### config.mk
export PLATFORM = sky130hd
export DESIGN_NAME = dev_bus_arbiter
export DESIGN_NICKNAME = d
export VERILOG_FILES = /design/src/rtl/dev_arb_pkg.sv /design/src/rtl/dev_arb_rr_pick.sv /design/src/rtl/dev_bus_arbiter.sv
export SDC_FILE = /design/constraint.sdc
export NUM_CORES = 1
export LEC_CHECK = 0
export ABC_AREA = 1
export BUFFER_PORTS_ARGS = -buffer_cell sky130_fd_sc_hd__buf_2
export CORE_MARGIN = 4
export CORE_UTILIZATION = 35
export CTS_BUF_LIST = sky130_fd_sc_hd__clkbuf_16
export DETAILED_ROUTE_END_ITERATION = 12
export PLACE_DENSITY = 0.65
export SLEW_MARGIN = 5
export SYNTH_ARGS = -nofsm -noshare
export SYNTH_HDL_FRONTEND = slang
export SYNTH_HIERARCHICAL = 1
export SYNTH_SLANG_ARGS = --single-unit
### constraint.sdc
create_clock -name clk -period 2.2 [get_ports clk]
set_input_delay 0.44 -clock clk [delete_from_list [all_inputs] [get_ports clk]]
set_output_delay 0.44 -clock clk [all_outputs]
set_load 0.01 [all_outputs]
### src/rtl/dev_arb_pkg.sv
// Shared types and constants for the two-master device bus arbiter.
// The optional bus-lock feature is enabled with the DEV_ARB_LOCK_EN macro.
package dev_arb_pkg;

   localparam int RD_LAT_DEFAULT = 2;
   localparam int CNT_W          = 4;

   typedef enum logic [1:0] {
      IDLE = 2'd0,
      WAIT = 2'd1,
      RESP = 2'd2
   } arb_state_t;

   typedef logic m_idx_t;

   localparam m_idx_t M_CPU = 1'b0;
   localparam m_idx_t M_DMA = 1'b1;

   // One-hot request/ack mask for a master index.
   function automatic logic [1:0] idx_mask(input m_idx_t idx);
      logic [1:0] mask;
      mask = (idx == M_DMA) ? 2'b10 : 2'b01;
      return mask;
   endfunction

endpackage

### src/rtl/dev_arb_rr_pick.sv
// Combinational winner selection for two masters: round-robin on contention,
// optionally restricted to the lock owner while a lock is active.
module dev_arb_rr_pick
   import dev_arb_pkg::*;
(
   input  logic [1:0] i_req,
   input  m_idx_t     i_last_gnt,
   input  logic       i_lock_active,
   input  m_idx_t     i_lock_owner,
   output logic       o_gnt_valid,
   output m_idx_t     o_gnt_idx
);

   logic [1:0] w_elig;

   // Masks off every master except the owner while a lock is held.
   always_comb begin
      if (i_lock_active) begin
         w_elig = i_req & idx_mask(i_lock_owner);
      end else begin
         w_elig = i_req;
      end
   end

   // Single requester wins outright; on contention the master not granted last wins.
   always_comb begin
      o_gnt_valid = 1'b0;
      o_gnt_idx   = M_CPU;
      case (w_elig)
         2'b01: begin
            o_gnt_valid = 1'b1;
            o_gnt_idx   = M_CPU;
         end
         2'b10: begin
            o_gnt_valid = 1'b1;
            o_gnt_idx   = M_DMA;
         end
         2'b11: begin
            o_gnt_valid = 1'b1;
            o_gnt_idx   = ~i_last_gnt;
         end
         default: begin
            o_gnt_valid = 1'b0;
            o_gnt_idx   = M_CPU;
         end
      endcase
   end

endmodule

### src/rtl/dev_bus_arbiter.sv
// Two-master (CPU/DMA) arbiter driving one device bus with fixed read latency RD_LAT.
// Optional bus lock via macro DEV_ARB_LOCK_EN; without it m_lock is ignored.
module dev_bus_arbiter
   import dev_arb_pkg::*;
#(
   parameter int RD_LAT = RD_LAT_DEFAULT
) (
   input  logic        clk,
   input  logic        rst_n,
   input  logic [1:0]  m_req,
   input  logic [29:0] m_addr0,
   input  logic [29:0] m_addr1,
   input  logic [31:0] m_wd0,
   input  logic [31:0] m_wd1,
   input  logic [3:0]  m_be0,
   input  logic [3:0]  m_be1,
   input  logic [1:0]  m_we,
   input  logic [1:0]  m_lock,
   output logic [1:0]  m_ack,
   output logic [31:0] m_rdata,
   output logic        busy,
   output logic [29:0] dev_addr,
   output logic [31:0] dev_wd,
   output logic [3:0]  dev_be,
   output logic        dev_we,
   input  logic [31:0] dev_rd
);

   localparam logic [CNT_W-1:0] CNT_LOAD = CNT_W'(RD_LAT - 1);

   arb_state_t       r_state;
   arb_state_t       w_state_nxt;
   logic [CNT_W-1:0] r_cnt;
   m_idx_t           r_gnt;
   m_idx_t           r_last_gnt;

   logic             w_gnt_valid;
   m_idx_t           w_gnt_idx;
   logic             w_lock_active;
   m_idx_t           w_lock_owner;
   logic             w_issue;
   logic             w_capture;
   logic [29:0]      w_sel_addr;
   logic [31:0]      w_sel_wd;
   logic [3:0]       w_sel_be;

   dev_arb_rr_pick u_pick (
      .i_req         (m_req),
      .i_last_gnt    (r_last_gnt),
      .i_lock_active (w_lock_active),
      .i_lock_owner  (w_lock_owner),
      .o_gnt_valid   (w_gnt_valid),
      .o_gnt_idx     (w_gnt_idx)
   );

`ifdef DEV_ARB_LOCK_EN
   logic   r_lock_valid;
   m_idx_t r_lock_owner;

   // Lock follows the winner's m_lock bit at every issue; only the owner can win while held.
   always_ff @(posedge clk or negedge rst_n) begin
      if (!rst_n) begin
         r_lock_valid <= 1'b0;
         r_lock_owner <= M_CPU;
      end else if (w_issue) begin
         r_lock_valid <= m_lock[w_gnt_idx];
         r_lock_owner <= w_gnt_idx;
      end else begin
         r_lock_valid <= r_lock_valid;
         r_lock_owner <= r_lock_owner;
      end
   end

   assign w_lock_active = r_lock_valid;
   assign w_lock_owner  = r_lock_owner;
`else
   // m_lock is folded into a constant-zero term: connected but inert.
   assign w_lock_active = &{1'b0, m_lock};
   assign w_lock_owner  = M_CPU;
`endif

   // State register.
   always_ff @(posedge clk or negedge rst_n) begin
      if (!rst_n) begin
         r_state <= IDLE;
      end else begin
         r_state <= w_state_nxt;
      end
   end

   // Next-state logic.
   always_comb begin
      w_state_nxt = r_state;
      case (r_state)
         IDLE: begin
            if (w_gnt_valid) begin
               w_state_nxt = WAIT;
            end else begin
               w_state_nxt = IDLE;
            end
         end
         WAIT: begin
            if (r_cnt == {CNT_W{1'b0}}) begin
               w_state_nxt = RESP;
            end else begin
               w_state_nxt = WAIT;
            end
         end
         RESP:    w_state_nxt = IDLE;
         default: w_state_nxt = IDLE;
      endcase
   end

   // Output decode: issue/capture strobes and the winner's request fields.
   always_comb begin
      w_issue   = (r_state == IDLE) && w_gnt_valid;
      w_capture = (r_state == WAIT) && (r_cnt == {CNT_W{1'b0}});
      if (w_gnt_idx == M_DMA) begin
         w_sel_addr = m_addr1;
         w_sel_wd   = m_wd1;
         w_sel_be   = m_be1;
      end else begin
         w_sel_addr = m_addr0;
         w_sel_wd   = m_wd0;
         w_sel_be   = m_be0;
      end
   end

   // Registered datapath and master-facing outputs.
   always_ff @(posedge clk or negedge rst_n) begin
      if (!rst_n) begin
         r_cnt      <= {CNT_W{1'b0}};
         r_gnt      <= M_CPU;
         r_last_gnt <= M_DMA;
         m_ack      <= 2'b00;
         m_rdata    <= 32'h0000_0000;
         busy       <= 1'b0;
         dev_addr   <= 30'h0000_0000;
         dev_wd     <= 32'h0000_0000;
         dev_be     <= 4'h0;
         dev_we     <= 1'b0;
      end else begin
         if (w_issue) begin
            r_gnt      <= w_gnt_idx;
            r_last_gnt <= w_gnt_idx;
            r_cnt      <= CNT_LOAD;
            dev_addr   <= w_sel_addr;
            dev_wd     <= w_sel_wd;
            dev_be     <= w_sel_be;
            dev_we     <= m_we[w_gnt_idx];
            busy       <= 1'b1;
         end else begin
            dev_we <= 1'b0;
            if ((r_state == WAIT) && (r_cnt != {CNT_W{1'b0}})) begin
               r_cnt <= r_cnt - {{(CNT_W-1){1'b0}}, 1'b1};
            end else begin
               r_cnt <= r_cnt;
            end
            if (r_state == RESP) begin
               busy <= 1'b0;
            end else begin
               busy <= busy;
            end
         end

         // Write transactions also capture dev_rd; the value is simply unused then.
         if (w_capture) begin
            m_rdata <= dev_rd;
            m_ack   <= idx_mask(r_gnt);
         end else if (r_state == RESP) begin
            m_ack <= 2'b00;
         end else begin
            m_ack <= m_ack;
         end
      end
   end

endmodule

==> key figures, run 1 <==
Timing
  • FMAX: 0.608 GHz
  • Unrepaired setup endpoints after global routing: false
  • Worst Clk Skew: 0.00580 ns
  • Post-Route Setup TNS: 0 ns
  • Transition time at the pin with the least slew margin: 0.507 ns
  • Hold Fails Final Rpt: 0
  • Worst hold slack across all endpoints: 0.0542 ns
  • Final worst setup slack: 0.556 ns
  • Final critical-path share of the clock period: 74.7%
  • Count of final max-slew check failures: 0
  • Worst slew slack as a fraction of its limit: 66.2%
  • Final Critical Period: 1.64 ns
  • Setup-failing EPs final: 0

Synth
  • Sequential-to-total area share from yosys stat: 54.5%
  • Post-synth cell types: 24
  • Yosys warning count: 6
  • Dominant cell type by area after synthesis: sky130_fd_sc_hd__dfrtp_1
  • Top cells by area, synth: sky130_fd_sc_hd__dfrtp_1 (54%), sky130_fd_sc_hd__nand2_1 (19%), sky130_fd_sc_hd__o21ai_0 (12%)
  • Top-area cell type share of the netlist area: 54.0%
  • Number of instances in the synthesized netlist: ~630
  • Syn avg cell area: 7.99 µm²
  • Cell Area, Synth: between 5000 and 6000 µm²
  • Number of flip-flops and latches in the synthesized netlist: 110

Clock network
  • Post-CTS setup buffer count: 0
  • Clock edge transition at the registers on the reported setup and hold paths: 0.07 ns
  • CTS tree: built
  • Num Clock Sinks: 110
  • Root buf cell: sky130_fd_sc_hd__clkbuf_16
  • Htree depth: 3
  • Clk buf depth: 2
  • Number of buffers inserted during clock tree synthesis: 9
  • Post-CTS Hold Fix Bufs: 0
  • Post-CTS sizing: 0
  • Clock Latency Late Sink: 0.34 ns

Die
  • Floorplan die width: 128 µm
  • Vert. Die Dim: ~130 µm
  • Die ar.: 16400 µm²
  • Initial core utilization: 36.1%
  • Core Box Area: 14000 µm²
  • Floorplan row count: 43
  • Number of I/O pins: 274

Detailed routing
  • Number of DRC violations after detailed-routing iteration 0: 282
  • Average wire length per cell after detail routing: between 10 and 15 µm
  • First-pass iteration count of the detailed router: 4
  • Post-DR vias/cell: between 4 and 5
  • Total detailed-routing wirelength: 13500 µm
  • Via count of the routed design: 4661
  • Drt drc: 0
  • Residual antenna-violating net count after detailed routing: 0

Global route
  • Number of global-route vias before repair: between 4000 and 5000
  • Antenna violations before repair: 1
  • Overall Global Routing Usage: 16.1%
  • Congestion Overflow GR: 0
  • Wire length of the first global-routing pass: 21000 µm
  • Maximum number of pins on one net before global-route repair: 61

Run status
  • Run status: finished clean

Power and ir drop
  • Total power per unit cell area: between 1000 and 1500 nW/µm²
  • Static power due to leakage: approximately 3.9 nW
  • IR drop worst, VDD: ~0.0004 V

Placement
  • Final weighted congestion in routability-driven placement: approximately 0.80
  • Port Buffer Count: 271
  • DP HPWL: 10400 µm
  • Post-placement setup slack: 0.444 ns

Run
  • Number of maximum-capacitance constraint violations: 0

Cells and area
  • Fraction of layout instances using a drive strength above 1: around a third
  • Nets: 1066
  • Filler instances: 1385
  • Area added between synthesis and finish: 36.3%
  • Commonest non-fill, non-tap cell in the layout: sky130_fd_sc_hd__buf_2
  • Commonest non-fill, non-tap cells in the layout: sky130_fd_sc_hd__buf_2 (270), sky130_fd_sc_hd__nand2_1 (250), sky130_fd_sc_hd__o21ai_0 (118), sky130_fd_sc_hd__dfrtp_1 (109), sky130_fd_sc_hd__inv_1 (76)

Critical path
  • Class of the most critical setup path: reg -> reg
  • Top cell by count, worst path: sky130_fd_sc_hd__o21ai_0
  • Chain of cells forming the critical path: inv_1, nor2_1, nor2_4, buf_12, buf_4, o21ai_0, o21ai_0
  • CP peak stage delay: 0.53 ns
  • Kind of launch point of the worst setup path: register
  • CP max stage cell: sky130_fd_sc_hd__dfstp_2
  • Data required, critical path: 2.42 ns
  • Worst Setup End Kind: register
  • Critical path fanouts, max: 38
  • Arrival time reported for the critical path endpoint: 1.86 ns

Worst hold path
  • Worst min path class: in -> async
## sequential cells by signal, indices dropped and copies added, names as in the netlist
name,flops
r_last_gnt,1
r_cnt,4
busy,1
m_ack,2
dev_be,4
m_rdata,32
dev_addr,30
r_state,2
dev_wd,32
r_gnt,1
dev_we,1
## critical path, delay by kind of cell (launching register included)
kind	cells	cell delay [ns]
AND/OR/NAND/NOR	2	0.26
buffers and inverters	3	0.41
AO/OA/AOI/OAI	2	0.30
flip-flops	1	0.53
## stage by stage
step / instance area, µm² / cells / util [%] / total power, mW
detailed placement: 6600 / 1061 / 47.2 / 7.41
floorplan: 5060 / 635 / - / 5.79
global route: 6880 / 1077 / 49.2 / 9.66
finish: 6880 / 1077 / 49.2 / 8.87
global placement: 6600 / 1061 / 47.2 / 7.32
CTS: 6880 / 1076 / 49.2 / 9.01
## power by group
group,total [mW],internal [mW],switching (mW)
Combinational,3.79,1.51,2.28
Sequential,3.51,3.03,0.480
Clock,1.57,0.865,0.706
## area by class of cell
| type | count | area [µm²] | area share (%) |
|---|---|---|---|
| sequential | 110 | 2750 | 40.0 |
| multi-input combinational | 410 | 1790 | 26.1 |
| timing repair buffer | 282 | 1530 | 22.2 |
| inverter | 79 | 299 | 4.34 |
| clock buffer | 9 | 225 | 3.27 |
| tap | 180 | 225 | 3.27 |
| clock inverter | 6 | 55.1 | 0.800 |
| antenna | 1 | 2.50 | 0.0364 |
## Yosys cell counts (all sizes together)
library cell  number
nand2            250
a21oi              1
dfrtp            109
nand4              1
dfstp              1
inv               79
nand3              7
clkbuf            11
conb               1
nor2               5
o21ai            137
xor2               1
ha                 2
or2                1
mux2i              1
buf               25
## metal layers
layer	GRT usage (%)	wire length, µm	vias to the layer above
met5	0	0	-
met4	6.62	261	0
met3	4.29	1130	15
met2	26.7	6470	155
met1	20.0	5670	2025
li1	-	-	2466
## path summary, 6_finish.rpt
kind	startpoint	end	slack (ns)	cells after the start
setup / recovery	r_last_gnt$_DFFE_PN1P_	dev_addr[2]$_DFFE_PN0P_	0.56	7
hold / removal	rst_n	m_rdata[0]$_DFFE_PN0P_	0.05	1
setup reg to reg	r_last_gnt$_DFFE_PN1P_	dev_addr[2]$_DFFE_PN0P_	0.56	7
hold reg to reg	r_last_gnt$_DFFE_PN1P_	r_last_gnt$_DFFE_PN1P_	0.47	2
max in group asynchronous	rst_n	r_last_gnt$_DFFE_PN1P_	1.52	2
min in group clk	dev_rd[14]	m_rdata[14]$_DFFE_PN0P_	0.29	3
## logic make-up after synthesis
family / Yosys count / share of synthesized area [%]
other: 1 / 0.0742
multiplexers: 1 / 0.198
XOR/XNOR: 1 / 0.173
AND/OR/NAND/NOR: 264 / 20.4
buffers and inverters: 115 / 10.5
adder cells (fa/ha/maj): 2 / 0.495
AO/OA/AOI/OAI: 138 / 13.7
flip-flops: 110 / 54.5
Power figures use the tool's default switching activity.
==> run 2: changes to the inputs <==
==> constraint.sdc (replaced) <==
create_clock -name clk -period 1.54 [get_ports clk]
set_input_delay 0.308 -clock clk [delete_from_list [all_inputs] [get_ports clk]]
set_output_delay 0.308 -clock clk [all_outputs]
set_load 0.01 [all_outputs]
==> run 2 against run 1 <==
Critical path type unchanged. Cell area increased by 0.67%. Register-to-register slack got worse by 0.46 ns. Combinational power increased by 44%. Clock skew increased by 0.0036 ns. Sequential power increased by 44%. Global-route usage increased by 0.35 points. Via count increased by 1.0%.
==> key figures, run 2 (same netlist as run 1, synthesis figures left out) <==
Timing
  • Count of final max-slew check failures: 0 (unchanged)
  • Post-Route Setup TNS: 0 ns (unchanged)
  • Hold Fails Final Rpt: 0 (unchanged)
  • Worst Clk Skew: 0.00941 ns (+0.00361 ns)
  • Unrepaired setup endpoints after global routing: false
  • Final Critical Period: 1.44 ns (-0.199 ns)
  • Final critical-path share of the clock period: 93.8% (+19 points)
  • FMAX: 0.692 GHz (+14%)
  • Setup-failing EPs final: 0 (unchanged)

Global route
  • Met1 Track Usage GR: 20.9% (+0.91 points)
  • Antenna violations before repair: 2 (+1)
  • Congestion Overflow GR: 0 (unchanged)
  • GR peak layer: met2
  • Met2 Use GR: 27.3% (+0.65 points)
  • Overall Global Routing Usage: 16.5% (+0.35 points)
  • Wire length of the first global-routing pass: 21700 µm (+3.6%)
  • Number of global-route vias before repair: 4478 (+4.9%)
  • Maximum number of pins on one net before global-route repair: 66 (+8.2%)
  • Met3 usage: 3.88% (-0.42 points)

Cells and area
  • Largest registers: dev_wd x32, m_rdata x32, dev_addr x30
  • Commonest non-fill, non-tap cell in the layout: sky130_fd_sc_hd__buf_2
  • Filler instances: 1431 (+3.3%)
  • Nets: 1071 (+0.47%)
  • Final standard cell utilization of the core: 49.5% (+0.33 points)
  • Final design instance area without fill: 6930 µm² (+0.67%)
  • Area added between synthesis and finish: 37.2%
  • Fin cells: 1082 (+0.46%)
  • Fraction of layout instances using a drive strength above 1: 34.4% (+0.37 points)
  • Commonest non-fill, non-tap cells in the layout: sky130_fd_sc_hd__buf_2 (270), sky130_fd_sc_hd__nand2_1 (250), sky130_fd_sc_hd__dfrtp_1 (109), sky130_fd_sc_hd__o21ai_0 (102), sky130_fd_sc_hd__inv_1 (76)

Clock network
  • Htree depth: 3 (unchanged)
  • CTS tree: built
  • Num Clock Sinks: 110 (unchanged)
  • Number of buffers inserted during clock tree synthesis: 9 (unchanged)
  • Root buf cell: sky130_fd_sc_hd__clkbuf_16
  • Clk buf depth: 2 (unchanged)
  • Clock Latency Late Sink: 0.34 ns (about the same)
  • Clock edge transition at the registers on the reported setup and hold paths: 0.07 ns (about the same)

Die
  • Vert. Die Dim: 128 µm (unchanged)
  • Initial core utilization: 36.1% (unchanged)
  • Number of I/O pins: 274 (unchanged)
  • Floorplan row count: 43 (unchanged)
  • Core Box Area: 14000 µm² (unchanged)
  • Die ar.: 16400 µm² (unchanged)
  • Floorplan die width: 128 µm (unchanged)

Critical path
  • Arrival time reported for the critical path endpoint: 1.65 ns (-0.21 ns)
  • End point of the critical path: dev_addr[1]$_DFFE_PN0P_
  • Worst reg2reg path startpoint: r_last_gnt$_DFFE_PN1P_
  • Critical path startpoint: r_last_gnt$_DFFE_PN1P_
  • Worst-case register-to-register setup slack: 0.1 ns (-0.46 ns)
  • Class of the most critical setup path: reg -> reg
  • FF-to-FF path depth: 6 (-1)
  • Critical path fanouts, max: 65 (+71%)
  • FF-to-FF End: dev_addr[1]$_DFFE_PN0P_
  • Data required, critical path: 1.74 ns (-0.68 ns)
  • Worst Setup End Kind: register
  • Kind of launch point of the worst setup path: register

Detailed routing
  • Drt drc: 0 (unchanged)
  • Residual antenna-violating net count after detailed routing: 0 (unchanged)
  • Post-DR vias/cell: 4.35 (+0.54%)
  • First-pass iteration count of the detailed router: 4 (unchanged)
  • Average wire length per cell after detail routing: 12.6 µm (+0.23%)
  • Total detailed-routing wirelength: 13600 µm (+0.69%)
  • Number of DRC violations after detailed-routing iteration 0: 171 (-39%)
  • Via count of the routed design: 4708 (+1.0%)

Power and ir drop
  • Total power per unit cell area: 1840 nW/µm² (+43%)
  • IR drop worst, VDD: 0.000689 V (+72%)
  • Static power due to leakage: 3.97 nW (+0.66%)

Placement
  • Area after DPL: 6630 µm² (+0.45%)
  • Inst Count DP: 1065 (+0.38%)
  • DP HPWL: 10600 µm (+2.4%)
  • Port Buffer Count: 271 (unchanged)
  • Final weighted congestion in routability-driven placement: 0.803 (+0.97%)

Run
  • Number of maximum-capacitance constraint violations: 0 (unchanged)

Run status
  • Run status: finished clean

Worst hold path
  • Worst min path class: in -> reg
==> run 2: cell count changes in the layout (fill, tap and decap cells not counted) <==
cell | before | now
sky130_fd_sc_hd__buf_4 | 5 | 8
sky130_fd_sc_hd__dlygate4sd3_1 | 0 | 1
sky130_fd_sc_hd__nor2_1 | 3 | 2
sky130_fd_sc_hd__nor2_2 | 0 | 1
sky130_fd_sc_hd__buf_6 | 0 | 1
sky130_fd_sc_hd__o21ai_1 | 19 | 35
sky130_fd_sc_hd__o21ai_0 | 118 | 102
==> run 2: power by group <==
part / leakage, nW / internal (mW) / switching, mW
registers: 1.35 / 4.34 / 0.707
logic: 2.48 / 2.23 / 3.24
clock network: 0.140 / 1.24 / 0.988
==> run 2: layout make-up <==
cell class / count / area, µm² / share of cell area (%)
Antenna cell: 1 / 2.50 / 0.0361
Multi-Input combinational cell: 410 / 1800 / 25.9
Sequential cell: 110 / 2750 / 39.7
Clock inverter: 6 / 55.1 / 0.794
Clock buffer: 9 / 225 / 3.25
Inverter: 79 / 299 / 4.31
Tap cell: 180 / 225 / 3.25
Timing Repair Buffer: 287 / 1570 / 22.7
==> run 2: worst min path at each step <==
stage	cells past startpoint	end	start
after floorplan	0	busy$_DFFE_PN0P_	rst_n
after global placement	1	dev_be[1]$_DFFE_PN0P_	rst_n
after detailed placement	1	dev_wd[4]$_DFFE_PN0P_	rst_n
after CTS	3	m_rdata[21]$_DFFE_PN0P_	dev_rd[21]
after global routing	3	m_rdata[25]$_DFFE_PN0P_	dev_rd[25]
final	3	m_rdata[21]$_DFFE_PN0P_	dev_rd[21]
==> run 2: what timing repair did <==
action                                  4_1_cts  5_1_grt
hold endpoints to repair                     21        0
setup buffers                                 0        0
hold buffers                                  1        0
resized for setup                             1       17
endpoints found under the setup margin        1       45
==> run 2: metal layers <==
layer	share of wire (%)	wire length (µm)
met5	0.051	7
met4	2.3	312
met3	7.3	1000
met2	49	6610
met1	42	5690
==> run 2: critical path: stages, from the launching register on <==
cell	delay, ns
sky130_fd_sc_hd__dfstp_2	0.53
sky130_fd_sc_hd__inv_1	0.04
sky130_fd_sc_hd__nor2_2	0.14
sky130_fd_sc_hd__nor2_4	0.07
sky130_fd_sc_hd__buf_12	0.19
sky130_fd_sc_hd__o21ai_0	0.22
sky130_fd_sc_hd__o21ai_0	0.11
==> run 2: per-stage QoR <==
step / hold slack (ns) / total power [mW] / setup slack [ns]
after floorplan: 0.0124 / 8.27 / 0.105
after global placement: 0.264 / 10.5 / 0.0586
after detailed placement: 0.260 / 10.7 / 0.00337
after CTS: 0.146 / 12.9 / 0.0177
after global routing: 0.146 / 13.9 / 0.00360
final: 0.161 / 12.7 / 0.0952
==> run 3: changes to the inputs <==
--- a/config.mk
+++ b/config.mk
@@ -9,7 +9,7 @@
 export BUFFER_PORTS_ARGS = -buffer_cell sky130_fd_sc_hd__buf_2
 export CORE_MARGIN = 4
 export CORE_UTILIZATION = 35
-export CTS_BUF_LIST = sky130_fd_sc_hd__clkbuf_16
+export CTS_BUF_LIST = sky130_fd_sc_hd__clkbuf_2 sky130_fd_sc_hd__clkbuf_4 sky130_fd_sc_hd__clkbuf_8
 export DETAILED_ROUTE_END_ITERATION = 12
 export PLACE_DENSITY = 0.65
 export SLEW_MARGIN = 5
==> run 3 against run 2 <==
Combinational power barely moved. Critical path depth unchanged. Sequential power is essentially flat. Critical path type unchanged. Highest routed layer unchanged.
==> key figures, run 3 (same netlist as run 1, synthesis figures left out) <==
Critical path
  • FF-to-FF End: dev_addr[1]$_DFFE_PN0P_
  • Count of buffering cells on the critical path with inverters included: 2 (unchanged)
  • Arrival time reported for the critical path endpoint: 1.70 ns (+0.05 ns)
  • Critical path fanouts, max: 65 (unchanged)
  • Class of the most critical setup path: reg -> reg
  • CP peak stage delay: 0.54 ns (about the same)
  • Worst reg2reg path startpoint: r_last_gnt$_DFFE_PN1P_
  • CP max stage cell: sky130_fd_sc_hd__dfstp_2
  • Chain of cells forming the critical path: inv_1, nor2_2, nor2_4, buf_12, o21ai_0, o21ai_0
  • Kind of launch point of the worst setup path: register
  • Kind of cell with the highest combined delay on the critical path: flip-flops
  • Top cell by count, worst path: sky130_fd_sc_hd__o21ai_0
  • Worst-case register-to-register setup slack: 0.08 ns (-0.02 ns)
  • Data required, critical path: 1.78 ns (+0.04 ns)
  • FF-to-FF path depth: 6 (unchanged)
  • Worst Setup End Kind: register

Clock network
  • CTS tree: built
  • Htree depth: 3 (unchanged)
  • Number of buffers inserted during clock tree synthesis: 9 (unchanged)
  • Clock Latency Late Sink: 0.37 ns (+0.03 ns)
  • Clk buf depth: 2 (unchanged)
  • Post-CTS setup buffer count: 0 (unchanged)
  • Num Clock Sinks: 110 (unchanged)
  • Root buf cell: sky130_fd_sc_hd__clkbuf_8
  • Clock edge transition at the registers on the reported setup and hold paths: 0.10 ns (+0.03 ns)

Die
  • Vert. Die Dim: 128 µm (unchanged)
  • Core Box Area: 14000 µm² (unchanged)
  • Floorplan row count: 43 (unchanged)
  • Die ar.: 16400 µm² (unchanged)
  • Initial core utilization: 36.1% (unchanged)
  • Floorplan die width: 128 µm (unchanged)
  • Number of I/O pins: 274 (unchanged)

Timing
  • Final Critical Period: 1.46 ns (+0.0186 ns)
  • FMAX: 0.683 GHz (-1.3%)
  • Unrepaired setup endpoints after global routing: true
  • Count of final max-slew check failures: 0 (unchanged)
  • Final critical-path share of the clock period: 95.0% (+1.2 points)
  • Worst Clk Skew: 0.0124 ns (+0.00299 ns)
  • Hold Fails Final Rpt: 0 (unchanged)
  • Post-Route Setup TNS: 0 ns (unchanged)
  • Setup-failing EPs final: 0 (unchanged)

Cells and area
  • Nets: 1071 (unchanged)
  • Largest registers: dev_wd x32, m_rdata x32, dev_addr x30
  • Area added between synthesis and finish: 35.4%
  • Fraction of layout instances using a drive strength above 1: 34.6% (+0.22 points)
  • Commonest non-fill, non-tap cell in the layout: sky130_fd_sc_hd__buf_2
  • Commonest non-fill, non-tap cells in the layout: sky130_fd_sc_hd__buf_2 (270), sky130_fd_sc_hd__nand2_1 (250), sky130_fd_sc_hd__dfrtp_1 (109), sky130_fd_sc_hd__o21ai_0 (101), sky130_fd_sc_hd__inv_1 (75)

Worst hold path
  • Capture endpoint of the worst hold path: m_rdata[21]$_DFFE_PN0P_
  • Hold Path Origin: dev_rd[21]
  • Hold Crit Depth: 3 (unchanged)
  • Worst min path class: in -> reg

Run
  • Number of maximum-capacitance constraint violations: 0 (unchanged)

Power and ir drop
  • Pwr Total: 12.2 mW (-3.8%)
  • Static power due to leakage: 3.93 nW (-1.0%)
  • Total power per unit cell area: 1790 nW/µm² (-2.6%)
  • IR drop worst, VDD: 0.000602 V (-13%)

Global route
  • Maximum number of pins on one net before global-route repair: 66 (unchanged)
  • Wire length of the first global-routing pass: 21800 µm (+0.16%)
  • Number of global-route vias before repair: 4499 (+0.47%)
  • Congestion Overflow GR: 0 (unchanged)
  • Overall Global Routing Usage: 16.5% (+0.035 points)
  • Antenna violations before repair: 2 (unchanged)

Detailed routing
  • Via count of the routed design: 4748 (+0.85%)
  • Total detailed-routing wirelength: 13700 µm (+0.30%)
  • First-pass iteration count of the detailed router: 4 (unchanged)
  • Number of DRC violations after detailed-routing iteration 0: 161 (-5.8%)
  • Average wire length per cell after detail routing: 12.6 µm (+0.30%)
  • Drt drc: 0 (unchanged)
  • Post-DR vias/cell: 4.39 (+0.85%)
  • Residual antenna-violating net count after detailed routing: 0 (unchanged)

Placement
  • Port Buffer Count: 271 (unchanged)
  • Final weighted congestion in routability-driven placement: 0.803 (unchanged)
  • DP HPWL: 10600 µm (unchanged)

Run status
  • Run status: finished clean
==> run 3: cell types whose count changed in the layout (fill, tap and decap cells not counted), sizes merged <==
cell    change
clkbuf      +2
clkinv      -1
inv         -1
==> run 3: per-layer routing <==
metal  vias up  global-route usage (%)  wire length (µm)  part of all wire (%)
met4         2                    6.24               317                   2.3
li1       2468                       -                 -                     -
met2       172                    27.4              6580                    48
met3        24                    4.00              1080                   7.9
met5         -                       0                 7                 0.051
met1      2082                    20.8              5680                    42
==> run 3: through the flow <==
stage	instances	worst slack [ns]	utilization [%]	instance area [µm²]	hold WS, ns
6_report	1082	0.0765	48.9	6840	0.127
2_1_floorplan	635	0.105	-	5060	0.0124
5_1_grt	1082	-0.000992	48.9	6840	0.101
4_1_cts	1081	0.00742	48.9	6830	0.102
3_3_place_gp	1065	0.0586	47.4	6630	0.264
3_5_place_dp	1065	0.00337	47.4	6630	0.260
==> run 3: timing repair <==
item,in CTS,in global routing
endpoints found under the setup margin,1,46
resized for setup,1,18
hold buffers,1,0
endpoints found under the hold margin,21,0
==> run 3: worst max-delay path by stage <==
stage / cells past startpoint / startpoint / to
detailed placement: 6 / r_last_gnt$_DFFE_PN1P_ / dev_wd[12]$_DFFE_PN0P_
CTS: 7 / r_last_gnt$_DFFE_PN1P_ / dev_wd[23]$_DFFE_PN0P_
floorplan: 8 / r_last_gnt$_DFFE_PN1P_ / dev_addr[21]$_DFFE_PN0P_
global route: 6 / r_last_gnt$_DFFE_PN1P_ / dev_addr[12]$_DFFE_PN0P_
finish: 6 / r_last_gnt$_DFFE_PN1P_ / dev_addr[1]$_DFFE_PN0P_
global placement: 6 / r_last_gnt$_DFFE_PN1P_ / dev_wd[10]$_DFFE_PN0P_
==> run 3: power breakdown <==
part | internal [mW] | total, mW | switching (mW)
Clock | 0.802 | 1.74 | 0.937
Sequential | 4.33 | 5.03 | 0.705
Combinational | 2.23 | 5.48 | 3.24
==> run 3: worst register-to-register path: stages, from the launching register on <==
cell	delay [ns]
sky130_fd_sc_hd__dfstp_2	0.54
sky130_fd_sc_hd__inv_1	0.04
sky130_fd_sc_hd__nor2_2	0.14
sky130_fd_sc_hd__nor2_4	0.07
sky130_fd_sc_hd__buf_12	0.19
sky130_fd_sc_hd__o21ai_0	0.25
sky130_fd_sc_hd__o21ai_0	0.11
==> run 3: final cells by class <==
| cell class | instances | area, µm² |
|---|---|---|
| clock buffers | 11 | 145 |
| fillers | 1445 | 7150 |
| multi-input cells | 410 | 1800 |
| inverters | 79 | 299 |
| clock inverters | 4 | 47.5 |
| well taps | 180 | 225 |
| flip-flops and latches | 110 | 2750 |
| repair buffers | 287 | 1570 |
| diodes | 1 | 2.50 |
